$ cat config.mk
export PLATFORM = sky130hd
export DESIGN_NAME = mul_hilo_ctrl
export DESIGN_NICKNAME = d
export VERILOG_FILES = /design/src/rtl/mul_hilo_ctrl.sv
export SDC_FILE = /design/constraint.sdc
export NUM_CORES = 1
export LEC_CHECK = 0
export ABC_CLOCK_PERIOD_IN_PS = 1920
export BUFFER_PORTS_ARGS = -buffer_cell sky130_fd_sc_hd__buf_2
export CAP_MARGIN = 20
export CELL_PAD_IN_SITES_DETAIL_PLACEMENT = 1
export CELL_PAD_IN_SITES_GLOBAL_PLACEMENT = 1
export CORE_AREA = 2 2 122 124
export CTS_CLUSTER_DIAMETER = 50
export CTS_CLUSTER_SIZE = 20
export DETAILED_ROUTE_END_ITERATION = 8
export DIE_AREA = 0 0 124 126
export GPL_TIMING_DRIVEN = 0
export PLACE_DENSITY = 0.9
export RECOVER_POWER = 25
export SYNTH_ARGS = -nofsm -noshare
export SYNTH_HDL_FRONTEND = slang
export SYNTH_SLANG_ARGS = --single-unit
$ cat constraint.sdc
create_clock -name clk -period 1.92 [get_ports clk]
set_input_delay 0.384 -clock clk [delete_from_list [all_inputs] [get_ports clk]]
set_output_delay 0.384 -clock clk [all_outputs]
set_load 0.05 [all_outputs]
$ cat src/rtl/mul_hilo_ctrl.sv
// mul_hilo_ctrl: sequences multiply and HI/LO-move requests onto a fixed-latency multiplier
// and commits its 64-bit product into the architectural HI/LO registers.
// Define MUL_HILO_ACC_EN to build the MADD/MADDU accumulate path (ACC state, prod, adder).
module mul_hilo_ctrl #(
  parameter int unsigned LAT = 3
) (
  input  logic        clk,
  input  logic        resetn,
  input  logic        req_valid,
  output logic        req_ready,
  input  logic [2:0]  req_op,
  input  logic [31:0] req_a,
  input  logic [31:0] req_b,
  input  logic        flush,
  output logic [32:0] mul_src1,
  output logic [32:0] mul_src2,
  output logic        mul_start,
  input  logic [63:0] mul_result,
  output logic [31:0] hi,
  output logic [31:0] lo,
  output logic        busy,
  output logic        done
);

  localparam logic [2:0] OpMult  = 3'b000;
  localparam logic [2:0] OpMultu = 3'b001;
  localparam logic [2:0] OpMthi  = 3'b010;
  localparam logic [2:0] OpMtlo  = 3'b011;
`ifdef MUL_HILO_ACC_EN
  localparam logic [2:0] OpMadd  = 3'b100;
  localparam logic [2:0] OpMaddu = 3'b101;
`endif

  // WAIT lasts LAT cycles: loaded with LAT-1, commit happens in the cycle it reads zero.
  localparam logic [3:0] CntLoad = 4'(LAT - 1);

`ifdef MUL_HILO_ACC_EN
  typedef enum logic [1:0] {StIdle, StWait, StAcc} state_e;
`else
  typedef enum logic [1:0] {StIdle, StWait} state_e;
`endif

  state_e      state_q, state_d;
  logic [3:0]  cnt_q;
  logic [31:0] hi_q, lo_q;
  logic        acc;
  logic        is_mul;
  logic        is_acc_op;
  logic        commit_mul;
  logic        commit_acc;

`ifdef MUL_HILO_ACC_EN
  logic        acc_op_q;
  logic [63:0] prod_q;
`endif

  // Request decode: which codes launch the multiplier, and which accumulate.
  always_comb begin
`ifdef MUL_HILO_ACC_EN
    is_acc_op = (req_op == OpMadd) || (req_op == OpMaddu);
`else
    is_acc_op = 1'b0;
`endif
    is_mul = (req_op == OpMult) || (req_op == OpMultu) || is_acc_op;
  end

  // Operand extension: even opcodes among the multiplies (MULT/MADD) are signed.
  always_comb begin
    mul_src1 = {~req_op[0] & req_a[31], req_a};
    mul_src2 = {~req_op[0] & req_b[31], req_b};
  end

  // State register.
  always_ff @(posedge clk or negedge resetn) begin
    if (!resetn) state_q <= StIdle;
    else         state_q <= state_d;
  end

  // Next-state logic; flush always returns to IDLE from a busy state.
  always_comb begin
    state_d = state_q;
    unique case (state_q)
      StIdle: if (acc && is_mul) state_d = StWait;
      StWait: begin
        if (flush) begin
          state_d = StIdle;
        end else if (cnt_q == 4'd0) begin
`ifdef MUL_HILO_ACC_EN
          state_d = acc_op_q ? StAcc : StIdle;
`else
          state_d = StIdle;
`endif
        end
      end
`ifdef MUL_HILO_ACC_EN
      StAcc:  state_d = StIdle;
`endif
      default: state_d = StIdle;
    endcase
  end

  // Handshake, launch strobe and commit qualifiers; flush suppresses every commit.
  always_comb begin
    req_ready  = (state_q == StIdle);
    busy       = (state_q != StIdle);
    acc        = req_valid & req_ready & ~flush;
    mul_start  = acc & is_mul;
`ifdef MUL_HILO_ACC_EN
    commit_mul = (state_q == StWait) && (cnt_q == 4'd0) && !flush && !acc_op_q;
    commit_acc = (state_q == StAcc) && !flush;
`else
    commit_mul = (state_q == StWait) && (cnt_q == 4'd0) && !flush;
    commit_acc = 1'b0;
`endif
    done       = commit_mul | commit_acc;
  end

  // Latency counter: cleared on flush so a cancelled op leaves no residue.
  always_ff @(posedge clk or negedge resetn) begin
    if (!resetn) begin
      cnt_q <= 4'd0;
    end else if (acc && is_mul) begin
      cnt_q <= CntLoad;
    end else if (state_q == StWait) begin
      if (flush)               cnt_q <= 4'd0;
      else if (cnt_q != 4'd0)  cnt_q <= cnt_q - 4'd1;
    end
  end

`ifdef MUL_HILO_ACC_EN
  // Accumulate path: remember the op class and hold the product for the ACC add.
  always_ff @(posedge clk or negedge resetn) begin
    if (!resetn) begin
      acc_op_q <= 1'b0;
      prod_q   <= 64'd0;
    end else begin
      if (acc && is_mul) acc_op_q <= is_acc_op;
      if ((state_q == StWait) && (cnt_q == 4'd0) && !flush && acc_op_q) prod_q <= mul_result;
    end
  end
`endif

  // Architectural HI/LO: product commit, accumulate, or direct move.
  always_ff @(posedge clk or negedge resetn) begin
    if (!resetn) begin
      hi_q <= 32'd0;
      lo_q <= 32'd0;
    end else if (commit_mul) begin
      {hi_q, lo_q} <= mul_result;
`ifdef MUL_HILO_ACC_EN
    end else if (commit_acc) begin
      {hi_q, lo_q} <= {hi_q, lo_q} + prod_q;
`endif
    end else if (acc && (req_op == OpMthi)) begin
      hi_q <= req_a;
    end else if (acc && (req_op == OpMtlo)) begin
      lo_q <= req_a;
    end
  end

  assign hi = hi_q;
  assign lo = lo_q;

endmodule

==> results of run 1 <==
registers in the layout, indices dropped and copies added (netlist names):
name / cells
state_q: 1
lo: 32
hi: 32
cnt_q: 4
per-layer routing:
| layer | wire length [um] | vias up | global-route usage (%) |
|---|---|---|---|
| li1 | - | 2260 | - |
| met1 | 7768 | 2390 | 29.86 |
| met2 | 8996 | 198 | 37.94 |
| met3 | 1164 | 35 | 3.940 |
| met4 | 438 | 0 | 8.196 |
| met5 | 0 | - | 0 |
cell families (layout without fill, tap and decap cells):
group / Yosys count / count (layout) / synth area share [%]
AOI/OAI and AO/OA: 135 / 135 / 18.28
adders and majority gates: 2 / 2 / 0.5983
buffers and inverters: 125 / 391 / 17.23
DFF: 69 / 69 / 41.29
other: 0 / 1 / 0
and+or+nand+nor: 147 / 147 / 22.59
through the flow:
stage	utilization [%]	TNS (ns)	area (um^2)	total power, mW	setup slack [ns]
finish	43.02	-0.2581	6158	9.953	-0.1763
detailed placement	39.33	-17.15	5629	7.819	-0.4966
global placement	39.17	-12.22	5607	7.701	-0.3914
CTS	42.36	-0.4039	6063	9.864	-0.2561
global route	43.02	-0.5155	6158	10.42	-0.2177
floorplan	-	-0.03269	4190	6.322	-0.03269
cells in the final DEF, fill, tap and decap left out, drive strengths merged, types with 3 or more instances in the layout:
cell / count
a31oi: 65
buf: 326
bufinv: 3
clkbuf: 55
dfrtp: 69
inv: 5
nand4: 31
nand4b: 31
nor3: 66
o21ai: 67
or3: 4
final cells by class:
type	instances	area [um^2]
fillers	1794	8155
multi-input cells	284	1777
flip-flops and latches	69	1728
repair buffers	253	1324
plain buffers	116	720.7
clock buffers	12	246.5
well taps	184	230.2
clock inverters	4	95.09
inverters	6	35.03
diodes	1	2.502
where the power goes:
| part | switching, mW | internal [mW] | total [mW] |
|---|---|---|---|
| clock network | 0.627 | 1.30 | 1.93 |
| logic | 4.10 | 1.35 | 5.45 |
| registers | 0.407 | 2.16 | 2.57 |
worst paths after layout:
check                          startpoint         end  slack, ns  cells past startpoint
min reg2reg                        lo[11]      lo[11]       0.57                      2
max                            state_q[0]   mul_start      -0.18                      4
max in group asynchronous          resetn  state_q[0]       0.33                      2
min in group clk           mul_result[60]      hi[28]       0.34                      3
min                                resetn      hi[15]       0.21                      1
max reg2reg                      cnt_q[0]    cnt_q[2]       0.03                      7
repair_timing:
action                     in CTS  in global routing
gates cloned                    0                  0
hold endpoints to repair        0                  0
pin swaps                       3                  3
hold buffers                    0                  0
buffers inserted                6                  9
gates resized for setup        28                 27
setup endpoints to repair      65                 42
==> metrics.yaml, run 1 <==
max-cap-violations: 0
post_drt_wl_per_cell_um: 19.77
cp_max_fo: 2
antenna_left: 0
io_buffers: 237
crit_path_start_kind: "flip-flop"
ys_warn_count: 0
synth_area_leader_cell: "dfrtp_1"
min_period_ns: 2.096
antenna_found_initial: 1
worstPathArrival_ns: 1.71
clockBufferDepth: 2
clk_pin_slew_worst_paths_ns: 0.06
syn_inst: 478
drtIter0Drc: 267
layout-drive-gt1-share_pct: 50.00
ys_types: 31
cts_tree: "done"
min_path_type: "input port to asynchronous set/reset pin"
worst_path_largest_cell_delay_ns: 0.42
ios: 269
dr_total_vias: 4883
die_area_um2: 15620
required_ns: 1.54
stdcell_count: 929
gp_congestion: 0.8181
slew_headroom_pct: 34.90
rows: 44
grt_pass1_wl_mm: 27.49
synth_top_area_share_pct: 41.29
crit_buf_inv: 2
slew_viol_final: 0
drc: 0
tightest_slew_ns: 0.9765
cts_root_buf: "clkbuf_16"
clkSinkCount: 69
die_x_um: 124
numPlacedInstances: 900
max_freq_ghz: 0.4770
hold_ws_ns: 0.2092
fin_crit_sh_pct: 109.2
ys_ff_latch: 69
yosys-top-cells-count: "dfrtp_1, o21ai_0, nor3_1"
status: "finished, violations left"
initial_utilization_pct: 29.21
irDropWorstVdd_mv: 1.177
synth_edf_count: 0
powerDensity_nw_per_um2: 1616
grt_start_max_net_pins: 37
hold_viol_final: 0
grt_util_all_layers_pct: 22.90
first_global_vias: 4953
worstSetupEndpointType: "primary output"
finalWirelength_mm: 18.37
async_flop_share_pct: 100.0
path_delay_family: "simple AND/OR/NAND/NOR gates"
syn_area_per_cell_um2: 8.748
p_leak_nw: 2.825
skew_ns: 0.006666
place_hpwl_mm: 13.91
cts_buffers: 9
rsz0062_at_grt: "true"
insertion_delay_ns: 0.33
area_growth_pct: 47.28
first_pass_iters: 4
ys.flop_type: "dfrtp_1"
layout.nets: 876
fp.coreArea_um2: 14310
worst_path_max_delay_cell: "or3b_4"
avgViaCountPerCell: 5.256
setup_viol: 2
path_cells: "or3_4 > or3b_4 > inv_8 > buf_8"
seq_area_frac_synth_pct: 41.29
netlist_top_cells_area: "dfrtp_1, buf_4, a31oi_1"
critPathKind: "flip-flop to primary output"
grt-ovfl-total: 0
htreeDepth: 3
synth_most_common_cell: "dfrtp_1"
synthesis.nets: 615
die_y_um: 126
synthesis.area_um2: 4182
violations: "negative setup slack"
fin_ws_ns: -0.1763
(Power assumes the default switching activity.)
==> run 2, diff against run 1 <==
CELL_PAD_IN_SITES_DETAIL_PLACEMENT = not set   (was 1)
CELL_PAD_IN_SITES_GLOBAL_PLACEMENT = not set   (was 1)
CORE_AREA = 2 2 113 115   (was 2 2 122 124)
CTS_BUF_LIST = sky130_fd_sc_hd__clkbuf_8   (was not set)
DIE_AREA = 0 0 115 117   (was 0 0 124 126)
PLACE_DENSITY = 0.77   (was 0.9)
SLEW_MARGIN = 30   (was not set)
==> metrics.yaml, run 2 (same netlist as run 1, synthesis figures left out) <==
critPathKind: "flip-flop to primary output"
cts_buffers: 9  # unchanged
cp_max_fo: 2  # unchanged
die_x_um: 115  # -7.3%
most-common-layout-cells: "buf_2, buf_4, dfrtp_1, o21ai_0, nor3_1"
first_global_vias: 4497  # -9.2%
p_seq_share_pct: 27.4  # +1.6 points
gp_congestion: 0.8733  # +6.7%
skew_ns: 0.01293  # +0.006260 ns
worst_path_max_delay_cell: "or3b_4"
slew_viol_final: 0  # unchanged
rsz0062_at_grt: "true"
avgViaCountPerCell: 5.461  # +3.9%
grt-ovfl-total: 0  # unchanged
worstSetupEndpointType: "primary output"
clk_pin_slew_worst_paths_ns: 0.08  # +0.02 ns
drtIter0Drc: 280  # +4.9%
grt_start_max_net_pins: 42  # +14%
path_delay_family: "simple AND/OR/NAND/NOR gates"
first_pass_iters: 4  # unchanged
post_drt_wl_per_cell_um: 18.71  # -5.4%
insertion_delay_ns: 0.36  # +0.03 ns
die_area_um2: 13460  # -14%
required_ns: 1.54  # about the same
io_buffers: 237  # unchanged
initial_utilization_pct: 33.96  # +4.8 points
drc: 0  # unchanged
p_leak_nw: 2.675  # -5.3%
die_y_um: 117  # -7.1%
setup_viol: 2  # unchanged
antenna_left: 0  # unchanged
clockBufferDepth: 2  # unchanged
power_mw: 9.341  # -6.1%
p_clk_share_pct: 15.8  # -3.6 points
fin_crit_sh_pct: 109.7  # +0.55 points
dr_total_vias: 4877  # -0.12%
htreeDepth: 3  # unchanged
powerDensity_nw_per_um2: 1573  # -2.7%
antenna_found_initial: 0  # -1
clkSinkCount: 69  # unchanged
switchingPower_mw: 5.007  # -2.5%
min_path_type: "input port to flip-flop"
layout-drive-gt1-share_pct: 44.74  # -5.3 points
max_freq_ghz: 0.4747  # -0.50%
layout.nets: 874  # -0.23%
ios: 269  # unchanged
cts_root_buf: "clkbuf_8"
max-cap-violations: 0  # unchanged
place_hpwl_mm: 12.39  # -11%
tightest_slew_ns: 0.7248  # -0.2516 ns
grt_pass1_wl_mm: 24.45  # -11%
crit_buf_inv: 2  # unchanged
finalWirelength_mm: 16.71  # -9.0%
grt_util_all_layers_pct: 23.62  # +0.72 points
violations: "negative setup slack"
p_int_mw: 4.334  # -10%
min_period_ns: 2.107  # +0.01050 ns
worstPathArrival_ns: 1.72  # about the same
switching_share_pct: 53.61  # +2.0 points
slew_headroom_pct: 51.68  # +17 points
finish.utilization_pct: 48.24  # +5.2 points
area_growth_pct: 42.04
hold_viol_final: 0  # unchanged
worst_path_largest_cell_delay_ns: 0.42  # about the same
status: "finished, violations left"
fin_ws_ns: -0.1868  # -0.01050 ns
cts_tree: "done"
fp.coreArea_um2: 12310  # -14%
layout_commonest_cell: "buf_2"
rows: 41  # -6.8%
path_cells: "or3_4 > or3b_4 > inv_8 > buf_8"
crit_path_start_kind: "flip-flop"
pwr-share-comb_pct: 56.7  # +1.9 points
irDropWorstVdd_mv: 0.8066  # -31%
## run 2: cell count changes in the layout (fill, tap and decap cells not counted), moves of 2 or more
| cell | before | now |
|---|---|---|
| buf_4 | 80 | 76 |
| inv_1 | 2 | 4 |
| clkbuf_16 | 9 | 0 |
| clkbuf_1 | 28 | 60 |
| clkbuf_8 | 1 | 10 |
| clkbuf_4 | 0 | 2 |
| buf_2 | 243 | 207 |
## run 2: worst min-delay path, stage by stage
cell,delay [ns]
buf_2,0.07
nor3_1,0.04
a31oi_1,0.12
## run 2: power by group through the flow
stage          clock network (mW)  registers, mW  logic, mW
6_report                     1.48           2.56       5.30
5_1_grt                      1.55           2.64       5.59
4_1_cts                      1.48           2.55       5.25
3_5_place_dp                    0           2.56       5.19
3_3_place_gp                    0           2.55       5.12
2_1_floorplan                   0           4.88       1.45
## run 2: worst paths after layout
check                           slack, ns      startpoint    endpoint  cells after the start
min in group asynchronous            0.62          resetn      lo[19]                      2
worst max register to register       0.07      state_q[0]       hi[6]                      6
worst min register to register       0.57          hi[22]      hi[22]                      2
worst min-delay path                 0.30  mul_result[61]      hi[29]                      3
worst max-delay path                -0.19      state_q[0]   mul_start                      4
max in group asynchronous            0.13          resetn  state_q[0]                      3
## run 2: final cells by class
class / count / area [um^2]
Fill cell: 1268 / 6372
Multi-Input combinational cell: 284 / 1760
Sequential cell: 69 / 1728
Timing Repair Buffer: 251 / 1275
Buffer: 116 / 713.2
Tap cell: 150 / 187.7
Clock buffer: 10 / 137.6
Clock inverter: 6 / 102.6
Inverter: 6 / 32.53
Antenna cell: 1 / 2.502
## run 2: per-stage QoR
stage               setup slack (ns)  cells  setup TNS (ns)  cell area (um^2)  hold slack, ns
finish                       -0.1868    893         -0.3307              5939          0.3014
global route                 -0.2187    892          -3.270              5937          0.3091
CTS                          -0.2758    888         -0.5166              5928          0.2979
detailed placement           -0.4365    866          -15.56              5594          0.3423
global placement             -0.4383    865          -14.35              5564          0.5015
floorplan                   -0.03269    478        -0.03269              4190         0.08841
## run 2: what timing repair did
item	in CTS	in global routing
hold buffers	1	0
endpoints found under the setup margin	64	63
buffers inserted	7	5
pin swaps	3	3
resized for setup	20	24
endpoints found under the hold margin	28	0
## run 2: layer usage
layer / part of all wire (%) / vias to the layer above / GRT usage (%)
met2: 48 / 247 / 38.08
met5: 0 / - / 0
met1: 43 / 2353 / 32.19
li1: - / 2256 / -
met4: 1.4 / 0 / 8.193
met3: 7.5 / 21 / 4.171
==> run 3, diff against run 2 <==
CORE_AREA = 8 8 119 121   (was 2 2 113 115)
DIE_AREA = 0 0 127 129   (was 0 0 115 117)
SETUP_SLACK_MARGIN = 0.02   (was not set)
==> metrics.yaml, run 3 (same netlist as run 1, synthesis figures left out) <==
cp_max_fo: 4  # +2
max_freq_ghz: 0.4748  # about the same
p_leak_nw: 2.677  # about the same
insertion_delay_ns: 0.35  # about the same
most-common-layout-cells: "buf_2, buf_4, dfrtp_1, o21ai_0, nor3_1"
worstPathArrival_ns: 1.72  # about the same
path_cells: "inv_2 > ha_4 > nor3b_4 > nand2b_1 > clkbuf_8 > inv_4 > buf_8"
io_buffers: 237  # unchanged
post_drt_wl_per_cell_um: 20.32  # +8.6%
status: "finished, violations left"
avgViaCountPerCell: 5.448  # -0.25%
htreeDepth: 3  # unchanged
rsz0062_at_grt: "true"
clkSinkCount: 69  # unchanged
worst_path_max_delay_cell: "dfrtp_1"
fp.coreArea_um2: 12310  # unchanged
min_path_type: "input port to flip-flop"
layout.nets: 874  # unchanged
dr_total_vias: 4865  # -0.25%
rows: 41  # unchanged
grt-ovfl-total: 0  # unchanged
required_ns: 1.54  # about the same
crit_path_start_kind: "flip-flop"
skew_ns: 0.009036  # -0.003890 ns
pre_cts_ws_ns: -0.4670  # -0.03049 ns
cts_buffers: 9  # unchanged
drc: 0  # unchanged
die_x_um: 127  # +10%
grt_pass1_wl_mm: 27.25  # +11%
tightest_slew_ns: 0.8316  # +0.1067 ns
fin_crit_sh_pct: 109.7  # about the same
layout_commonest_cell: "buf_2"
clockBufferDepth: 2  # unchanged
finalWirelength_mm: 18.14  # +8.6%
grt_start_max_net_pins: 39  # -7.1%
worstSetupEndpointType: "primary output"
antenna_left: 0  # unchanged
max-cap-violations: 0  # unchanged
grt_util_all_layers_pct: 21.13  # -2.5 points
min_period_ns: 2.106  # -0.0007460 ns
place_hpwl_mm: 14.14  # +14%
powerDensity_nw_per_um2: 1578  # +0.31%
setup_viol: 2  # unchanged
fin_ws_ns: -0.1860  # +0.0007460 ns
first_global_vias: 4988  # +11%
critPathKind: "flip-flop to primary output"
die_y_um: 129  # +10%
drtIter0Drc: 299  # +6.8%
hold_viol_final: 0  # unchanged
area_growth_pct: 42.70
nFillCells: 1252  # -1.3%
clk_pin_slew_worst_paths_ns: 0.09  # about the same
multi_input_area_um2: 1767  # +0.36%
die_area_um2: 16380  # +22%
initial_utilization_pct: 33.96  # unchanged
gp_congestion: 0.8882  # +1.7%
layout-drive-gt1-share_pct: 45.28  # +0.54 points
worst_path_largest_cell_delay_ns: 0.40  # -0.02 ns
slew_headroom_pct: 44.56  # -7.1 points
antenna_found_initial: 1  # +1
cts_tree: "done"
ios: 269  # unchanged
cts_root_buf: "clkbuf_8"
slew_viol_final: 0  # unchanged
first_pass_iters: 5  # +1
violations: "negative setup slack"
irDropWorstVdd_mv: 0.7245  # -10%
hold_ws_ns: 0.3070  # +0.005575 ns
regArea_um2: 1728  # unchanged
==> run 3: changes by cell type in the layout (fill, tap and decap cells not counted), moves of 2 or more <==
cell,delta
clkinvlp_4,+2
clkbuf_4,+2
buf_4,+2
inv_1,-2
clkbuf_2,-2
==> run 3: per-stage QoR <==
step	setup TNS, ns	power [mW]	instance area [um^2]	instances	utilization [%]
6_report	-0.3621	9.413	5967	893	48.47
5_1_grt	-1.279	9.856	5967	893	48.47
4_1_cts	-0.5212	9.374	5949	887	48.32
3_5_place_dp	-15.69	7.809	5587	866	45.38
3_3_place_gp	-13.16	7.727	5564	865	45.19
2_1_floorplan	-0.03269	6.322	4190	478	-
==> run 3: critical path, delay by kind of cell (launching register included) <==
kind / cells / cell delay, ns
fa+ha+maj: 1 / 0.13
buf+inv: 4 / 0.43
simple gates: 2 / 0.41
flops: 1 / 0.40
==> run 3: path summary, 6_finish.rpt <==
kind | cells after the start | startpoint | to | slack, ns
worst min register to register | 2 | hi[23] | hi[23] | 0.56
worst min-delay path | 3 | mul_result[30] | lo[30] | 0.31
min in group asynchronous | 2 | resetn | hi[8] | 0.66
worst max-delay path | 7 | cnt_q[1] | done | -0.19
max in group asynchronous | 3 | resetn | state_q[0] | 0.22
worst max register to register | 8 | cnt_q[1] | lo[9] | 0.09
==> run 3: cell type report <==
class,count,area share (%)
antenna,1,0.04194
clock buffer,10,2.307
tap,150,3.145
sequential,69,28.96
buffer,116,12.18
clock inverter,6,1.845
inverter,6,0.5452
timing repair buffer,251,21.37
multi-input combinational,284,29.61
==> run 3: timing repair <==
action	CTS	global route
pin swaps	3	3
hold buffers	1	0
endpoints found under the setup margin	64	63
gates resized for setup	32	12
hold endpoints to repair	31	0
buffers inserted	7	5
==> run 3: layer usage <==
| layer | part of all wire [%] | wire length [um] | up-vias | track usage, % |
|---|---|---|---|---|
| li1 | - | - | 2253 | - |
| met1 | 42 | 7577 | 2341 | 25.75 |
| met2 | 49 | 8871 | 247 | 35.20 |
| met3 | 7.6 | 1384 | 24 | 5.627 |
| met4 | 1.7 | 310 | 0 | 7.768 |
| met5 | 0 | 0 | - | 0 |
==> run 3: power breakdown <==
group          internal, mW  leakage [nW]  switching, mW
Sequential             2.15         0.840          0.384
Combinational          1.30          1.72           4.08
Clock                 0.896         0.119          0.596
